--- src/rtl/imem_loader.sv ---
// Purpose : boot loader; assembles a framed byte stream into imem words and holds the core in reset until RUN.
// Latency : last byte of a word accepted on edge k -> ow_mem_we high for the one cycle following that edge.
// Backpressure: ow_rx_ready is high except during the single WRITE cycle; no input buffering.
//
// Ports:
//   iw_clk, iw_rst_n            clock, asynchronous active-low reset
//   iw_rx_data/valid, ow_rx_ready   byte stream in, valid/ready handshake
//   ow_mem_we/addr/wdata        imem write port (one strobe per word)
//   ow_core_rst                 active-high reset hold to the core
//   ow_busy                     high while a frame is being received
//   ow_err                      sticky error (bad idle byte or checksum)
module imem_loader #(
    parameter int          DATA_W   = 24,
    parameter int          ADDR_W   = 24,
    parameter logic [7:0]  CMD_LOAD = 8'hA5,
    parameter logic [7:0]  CMD_RUN  = 8'h5A
) (
    input  logic              iw_clk,
    input  logic              iw_rst_n,
    input  logic [7:0]        iw_rx_data,
    input  logic              iw_rx_valid,
    output logic              ow_rx_ready,
    output logic              ow_mem_we,
    output logic [ADDR_W-1:0] ow_mem_addr,
    output logic [DATA_W-1:0] ow_mem_wdata,
    output logic              ow_core_rst,
    output logic              ow_busy,
    output logic              ow_err
);

    localparam int BPW = DATA_W / 8;
    localparam int BPA = ADDR_W / 8;
    localparam logic [7:0] BPW_LAST = 8'(BPW - 1);
    localparam logic [7:0] BPA_LAST = 8'(BPA - 1);

    localparam logic [2:0] ST_IDLE  = 3'd0;
    localparam logic [2:0] ST_ADDR  = 3'd1;
    localparam logic [2:0] ST_CNT   = 3'd2;
    localparam logic [2:0] ST_DATA  = 3'd3;
    localparam logic [2:0] ST_WRITE = 3'd4;
    localparam logic [2:0] ST_CSUM  = 3'd5;
    localparam logic [2:0] ST_RUN   = 3'd6;

    logic [2:0]        state_q;
    logic [7:0]        bcnt_q;      // byte index within the current field
    logic [ADDR_W-1:0] addr_q;
    logic [15:0]       cnt_q;       // words still to be written
    logic [DATA_W-1:0] word_sh_q;   // word under assembly
    logic [DATA_W-1:0] wdata_q;     // last complete word, presented to imem
    logic [7:0]        csum_q;
    logic              err_q;
    logic              core_rst_q;

    logic              rx_fire;
    logic [ADDR_W-1:0] addr_next;
    logic [DATA_W-1:0] word_next;
    logic [15:0]       cnt_next;

    assign rx_fire = iw_rx_valid && ow_rx_ready;

    // Fields arrive LSB first: each new byte enters at the top and the
    // register shifts right, so after the last byte the first one is at bit 0.
    always_comb begin
        logic [ADDR_W+7:0] addr_cat;
        logic [DATA_W+7:0] word_cat;
        addr_cat  = {iw_rx_data, addr_q};
        word_cat  = {iw_rx_data, word_sh_q};
        addr_next = addr_cat[ADDR_W+7:8];
        word_next = word_cat[DATA_W+7:8];
        cnt_next  = {iw_rx_data, cnt_q[15:8]};
    end

    always_ff @(posedge iw_clk or negedge iw_rst_n) begin
        if (!iw_rst_n) begin
            state_q    <= ST_IDLE;
            bcnt_q     <= '0;
            addr_q     <= '0;
            cnt_q      <= '0;
            word_sh_q  <= '0;
            wdata_q    <= '0;
            csum_q     <= '0;
            err_q      <= 1'b0;
            core_rst_q <= 1'b1;
        end else begin
            case (state_q)
                ST_IDLE: begin
                    if (rx_fire) begin
                        if (iw_rx_data == CMD_LOAD) begin
                            state_q <= ST_ADDR;
                            err_q   <= 1'b0;
                            csum_q  <= '0;
                            bcnt_q  <= '0;
                        end else if (iw_rx_data == CMD_RUN) begin
                            state_q    <= ST_RUN;
                            core_rst_q <= 1'b0;
                        end else begin
                            err_q <= 1'b1;
                        end
                    end
                end
                ST_ADDR: begin
                    if (rx_fire) begin
                        addr_q <= addr_next;
                        if (bcnt_q == BPA_LAST) begin
                            bcnt_q  <= '0;
                            state_q <= ST_CNT;
                        end else begin
                            bcnt_q <= bcnt_q + 8'd1;
                        end
                    end
                end
                ST_CNT: begin
                    if (rx_fire) begin
                        cnt_q <= cnt_next;
                        if (bcnt_q == 8'd1) begin
                            bcnt_q  <= '0;
                            state_q <= (cnt_next == 16'd0) ? ST_CSUM : ST_DATA;
                        end else begin
                            bcnt_q <= bcnt_q + 8'd1;
                        end
                    end
                end
                ST_DATA: begin
                    if (rx_fire) begin
                        word_sh_q <= word_next;
                        csum_q    <= csum_q ^ iw_rx_data;
                        if (bcnt_q == BPW_LAST) begin
                            bcnt_q  <= '0;
                            wdata_q <= word_next;
                            state_q <= ST_WRITE;
                        end else begin
                            bcnt_q <= bcnt_q + 8'd1;
                        end
                    end
                end
                ST_WRITE: begin
                    // Address wraps silently at 2^ADDR_W.
                    addr_q  <= addr_q + 1'b1;
                    cnt_q   <= cnt_q - 16'd1;
                    state_q <= (cnt_q > 16'd1) ? ST_DATA : ST_CSUM;
                end
                ST_CSUM: begin
                    if (rx_fire) begin
                        if (iw_rx_data != csum_q) begin
                            err_q <= 1'b1;
                        end
                        state_q <= ST_IDLE;
                    end
                end
                ST_RUN: begin
                    // Only a new load is meaningful here; everything else is dropped.
                    if (rx_fire && (iw_rx_data == CMD_LOAD)) begin
                        state_q    <= ST_ADDR;
                        core_rst_q <= 1'b1;
                        err_q      <= 1'b0;
                        csum_q     <= '0;
                        bcnt_q     <= '0;
                    end
                end
                default: begin
                    state_q <= ST_IDLE;
                end
            endcase
        end
    end

    assign ow_rx_ready  = (state_q != ST_WRITE);
    assign ow_mem_we    = (state_q == ST_WRITE);
    assign ow_mem_addr  = addr_q;
    assign ow_mem_wdata = wdata_q;
    assign ow_core_rst  = core_rst_q;
    assign ow_busy      = (state_q != ST_IDLE) && (state_q != ST_RUN);
    assign ow_err       = err_q;

endmodule

--- config.mk ---
export PLATFORM = sky130hd
export DESIGN_NAME = imem_loader
export DESIGN_NICKNAME = d
export VERILOG_FILES = /design/src/rtl/imem_loader.sv
export SDC_FILE = /design/constraint.sdc
export NUM_CORES = 1
export LEC_CHECK = 0
export ABC_AREA = 0
export CAP_MARGIN = 10
export CORE_MARGIN = 2
export CORE_UTILIZATION = 30
export DETAILED_ROUTE_END_ITERATION = 16
export PLACE_DENSITY = 0.57
export SETUP_SLACK_MARGIN = 0.15
export SYNTH_ARGS = -nofsm -noshare
export SYNTH_HDL_FRONTEND = slang
export SYNTH_SLANG_ARGS = --single-unit
export TNS_END_PERCENT = 100
--- constraint.sdc ---
create_clock -name iw_clk -period 2.5 [get_ports iw_clk]
set_input_delay 0.5 -clock iw_clk [delete_from_list [all_inputs] [get_ports iw_clk]]
set_output_delay 0.5 -clock iw_clk [all_outputs]
set_load 0.005 [all_outputs]
==> out/qor.txt <==
GLOBAL ROUTING
-------------------------------------------------------------------------------------------------
Number of global-route vias before repair ..........................................         4394
Global-route usage over all layers .................................................       0.1531
Total congestion overflow ..........................................................            0
Largest net degree at the start of global routing ..................................           52
Wire length of the first global-routing pass .......................................     22.45 mm
Antenna violations before repair ...................................................            0

LOGIC SYNTHESIS
-------------------------------------------------------------------------------------------------
Top-area cell type share of the netlist area .......................................       0.4863
Cells after synthesis ..............................................................          546
Seq/Total Area, Yosys ..............................................................       0.4914
Synthesis Warnings .................................................................            0
Number of distinct library cell variants in the gate-level netlist after synthesis .           59
Synthesized net count ..............................................................          563
Yosys top cell by area ............................................................. sky130_fd_sc_hd__dfrtp_1
Synth Cell Area ....................................................................     5146 um2
Most used flip-flop cell after synthesis ........................................... sky130_fd_sc_hd__dfrtp_1
Largest cells by area after synthesis .............................................. sky130_fd_sc_hd__dfrtp_1 (49%), sky130_fd_sc_hd__mux2_2 (5.9%), sky130_fd_sc_hd__nand2_1 (5.5%)
Average cell area after synthesis ..................................................    9.425 um2
Share of flip-flops with an asynchronous set or reset ..............................        1.000
#FFs+latches synth .................................................................          101
Leading post-synthesis cells by instance count ..................................... sky130_fd_sc_hd__dfrtp_1 (100), sky130_fd_sc_hd__nand2_1 (76), sky130_fd_sc_hd__nor2_1 (70), sky130_fd_sc_hd__o21ai_0 (36)
Most instantiated library cell after synthesis ..................................... sky130_fd_sc_hd__dfrtp_1
Number of synthesized flops with an enable pin .....................................            0

CTS
-------------------------------------------------------------------------------------------------
Root cell of the clock tree ........................................................ sky130_fd_sc_hd__clkbuf_16
CTS buffer count ...................................................................            9
Clock transition at the registers of the reported paths ............................      0.07 ns
Latest clock arrival within the worst-skew pair ....................................      0.36 ns
Sinks on the clock net .............................................................          101
TritonCTS clock tree ...............................................................          yes
Clock Tree Buf Depth ...............................................................            2
Number of setup buffers added after CTS ............................................            0
Level count of the clock H-tree ....................................................            3

LAYOUT
-------------------------------------------------------------------------------------------------
Area Overhead vs Synth .............................................................       26.55%
Final standard cell count with taps included and fillers excluded ..................          849
Proportion of layout cells with a drive suffix above 1 .............................       0.1558
Core occupancy in the finished layout ..............................................       0.3899
Total Nets Final ...................................................................          641
Final design area excluding fillers ................................................     6513 um2
Number of antenna cells inserted ...................................................            0

DETAILED ROUTING
-------------------------------------------------------------------------------------------------
Total routed wirelength ............................................................     13.62 mm
Final routed DRC violation total ...................................................            0
Number of nets with antenna violations after detailed routing ......................            0
Number of design-rule violations left by the first detailed-router iteration .......          294
Average detailed-routed wire length per instance ...................................     16.04 um
Routed vias ........................................................................         4438
Router iterations before antenna repair ............................................            5
Vias per Instance ..................................................................        5.227

TIMING
-------------------------------------------------------------------------------------------------
Hold Vio Cnt, Final ................................................................            0
Post-route clock skew ..............................................................   0.01150 ns
# setup viols final ................................................................            0
Tmin final .........................................................................     2.239 ns
Maximum clock frequency ............................................................   0.4466 GHz
Summed negative setup slack over all endpoints .....................................         0 ns
Max-slew violation count ...........................................................            0
Tcrit/Tclk final ...................................................................       0.8957
Smallest setup slack after layout ..................................................    0.2607 ns
Transition time of the tightest slew-check pin .....................................    0.6104 ns
Worst-case headroom to the max-slew limit ..........................................       0.5899
Unrepaired setup endpoints after global routing ....................................        false
Final-layout worst hold slack ......................................................   0.09613 ns

POWER AND IR DROP
-------------------------------------------------------------------------------------------------
Overall Power ......................................................................     7.164 mW
Areal power density over the cells .................................................  1100 nW/um2
Leak pwr ...........................................................................     2.769 nW
Maximum resistive drop on vdd ......................................................    0.5999 mV

WORST SETUP PATH
-------------------------------------------------------------------------------------------------
Signal arrival time at the worst endpoint ..........................................      1.74 ns
Critical path endpoint category ....................................................   output pin
Critical setup path kind ........................................................... flip-flop to output pin
Startpoint kind of the worst setup timing path .....................................    flip-flop
Highest net fanout along the worst path ............................................            5
CP required ........................................................................      2.00 ns

FLOORPLANNING
-------------------------------------------------------------------------------------------------
DIE AREA ...........................................................................    18220 um2
Site row count .....................................................................           47
Initial core utilization ...........................................................       0.3081
Horiz. Die Dim .....................................................................     135.0 um
Floorplan Core Area ................................................................    16700 um2
I/O Pins ...........................................................................           64
Die Y ..............................................................................     135.0 um

PLACE
-------------------------------------------------------------------------------------------------
Setup slack at placement ...........................................................   -0.1653 ns
Number of buffers added on ports ...................................................           63
Number of placed cells counting well taps ..........................................          833
RD Place Congestion ................................................................       0.8458
HPWL Detailed ......................................................................     9.535 mm
Cell area reported after detailed placement ........................................     6197 um2

MIN PATH
-------------------------------------------------------------------------------------------------
HP Class ........................................................................... input port to asynchronous set/reset pin

RUN
-------------------------------------------------------------------------------------------------
Max-cap viol count .................................................................            0

RUN STATUS
-------------------------------------------------------------------------------------------------
Result of the run .................................................................. finished, final reports clean

## cells by family after synthesis
| logic type | Yosys count | share of synthesized area |
|---|---|---|
| AND/OR/NAND/NOR | 230 | 0.2076 |
| AO/OA/AOI/OAI | 130 | 0.1755 |
| flip-flops | 101 | 0.4914 |
| adder cells (fa/ha/maj) | 6 | 0.01459 |
| multiplexers | 29 | 0.06297 |
| buffers and inverters | 42 | 0.03428 |
| XOR/XNOR | 8 | 0.01362 |
## state kept, by name, summed over array words and instances, names as in the netlist
signal	count
csum_q	8
state_q	3
ow_mem_wdata	24
word_sh_q	16
ow_err	1
bcnt_q	8
ow_core_rst	1
cnt_q	16
ow_mem_addr	24
## per-layer routing
layer	wire length [um]	GRT usage	share of wire	vias to the layer above
met1	6428	0.2097	0.47	2216
met2	6551	0.2476	0.48	77
li1	-	-	-	2132
met4	160	0.04630	0.012	0
met5	0	0	0	-
met3	477	0.02778	0.035	13
## worst max-delay path: stages, from the launching register on
cell and delay, ns:
sky130_fd_sc_hd__dfrtp_1 0.42, sky130_fd_sc_hd__or2_2 0.35, sky130_fd_sc_hd__a21o_1 0.17, sky130_fd_sc_hd__clkdlybuf4s50_1 0.45
## path summary, 6_finish.rpt
| path | start | cells after the start | slack, ns | endpoint |
|---|---|---|---|---|
| min | iw_rst_n | 1 | 0.1 | word_sh_q[15] |
| max in group asynchronous | iw_rst_n | 2 | 1.73 | ow_core_rst |
| max | state_q[1] | 3 | 0.26 | ow_busy |
| min reg2reg | word_sh_q[11] | 2 | 0.48 | word_sh_q[11] |
| min in group iw_clk | word_sh_q[11] | 2 | 0.48 | word_sh_q[11] |
| max reg2reg | cnt_q[8] | 5 | 0.35 | state_q[1] |
## where the power goes
group | switching (mW) | internal [mW]
sequential | 0.634 | 2.22
combinational | 1.41 | 1.45
clock | 0.657 | 0.791
total | 2.70 | 4.46
## final cells by class
cell class	count	area [um2]
Inverter	9	33.78
Clock buffer	9	225.2
Sequential cell	101	2529
Fill cell	1671	10190
Multi-Input combinational cell	403	2451
Timing Repair Buffer	100	918.4
Clock inverter	7	80.08
Tap cell	220	275.3
## what timing repair did
| item | in CTS | in global routing |
|---|---|---|
| hold buffers | 0 | 0 |
| resized for setup | 0 | 2 |
| setup endpoints to repair | 0 | 9 |
| hold endpoints to repair | 0 | 0 |
## layout by cell type (no fill, tap or decap), types with 3 or more instances in the layout
master / instances
sky130_fd_sc_hd__and3_1: 5
sky130_fd_sc_hd__nor2_1: 70
sky130_fd_sc_hd__xnor2_1: 7
sky130_fd_sc_hd__nor2b_1: 4
sky130_fd_sc_hd__a21o_1: 3
sky130_fd_sc_hd__a311oi_1: 12
sky130_fd_sc_hd__a211oi_1: 18
sky130_fd_sc_hd__inv_1: 9
sky130_fd_sc_hd__and4_1: 6
sky130_fd_sc_hd__nand4_1: 5
sky130_fd_sc_hd__nand2b_1: 6
sky130_fd_sc_hd__or2_2: 6
sky130_fd_sc_hd__nand4b_1: 3
sky130_fd_sc_hd__buf_4: 37
sky130_fd_sc_hd__clkdlybuf4s50_1: 62
sky130_fd_sc_hd__or4_1: 3
sky130_fd_sc_hd__dfrtp_1: 100
sky130_fd_sc_hd__o21ai_0: 36
sky130_fd_sc_hd__clkbuf_16: 9
sky130_fd_sc_hd__nor3_1: 11
sky130_fd_sc_hd__mux2_2: 27
sky130_fd_sc_hd__ha_1: 6
sky130_fd_sc_hd__a21oi_1: 20
sky130_fd_sc_hd__and2_1: 3
sky130_fd_sc_hd__nand3_1: 23
sky130_fd_sc_hd__a31oi_1: 3
sky130_fd_sc_hd__o31ai_1: 7
sky130_fd_sc_hd__a22oi_1: 3
sky130_fd_sc_hd__nand2_1: 76
(Power assumes the default switching activity.)
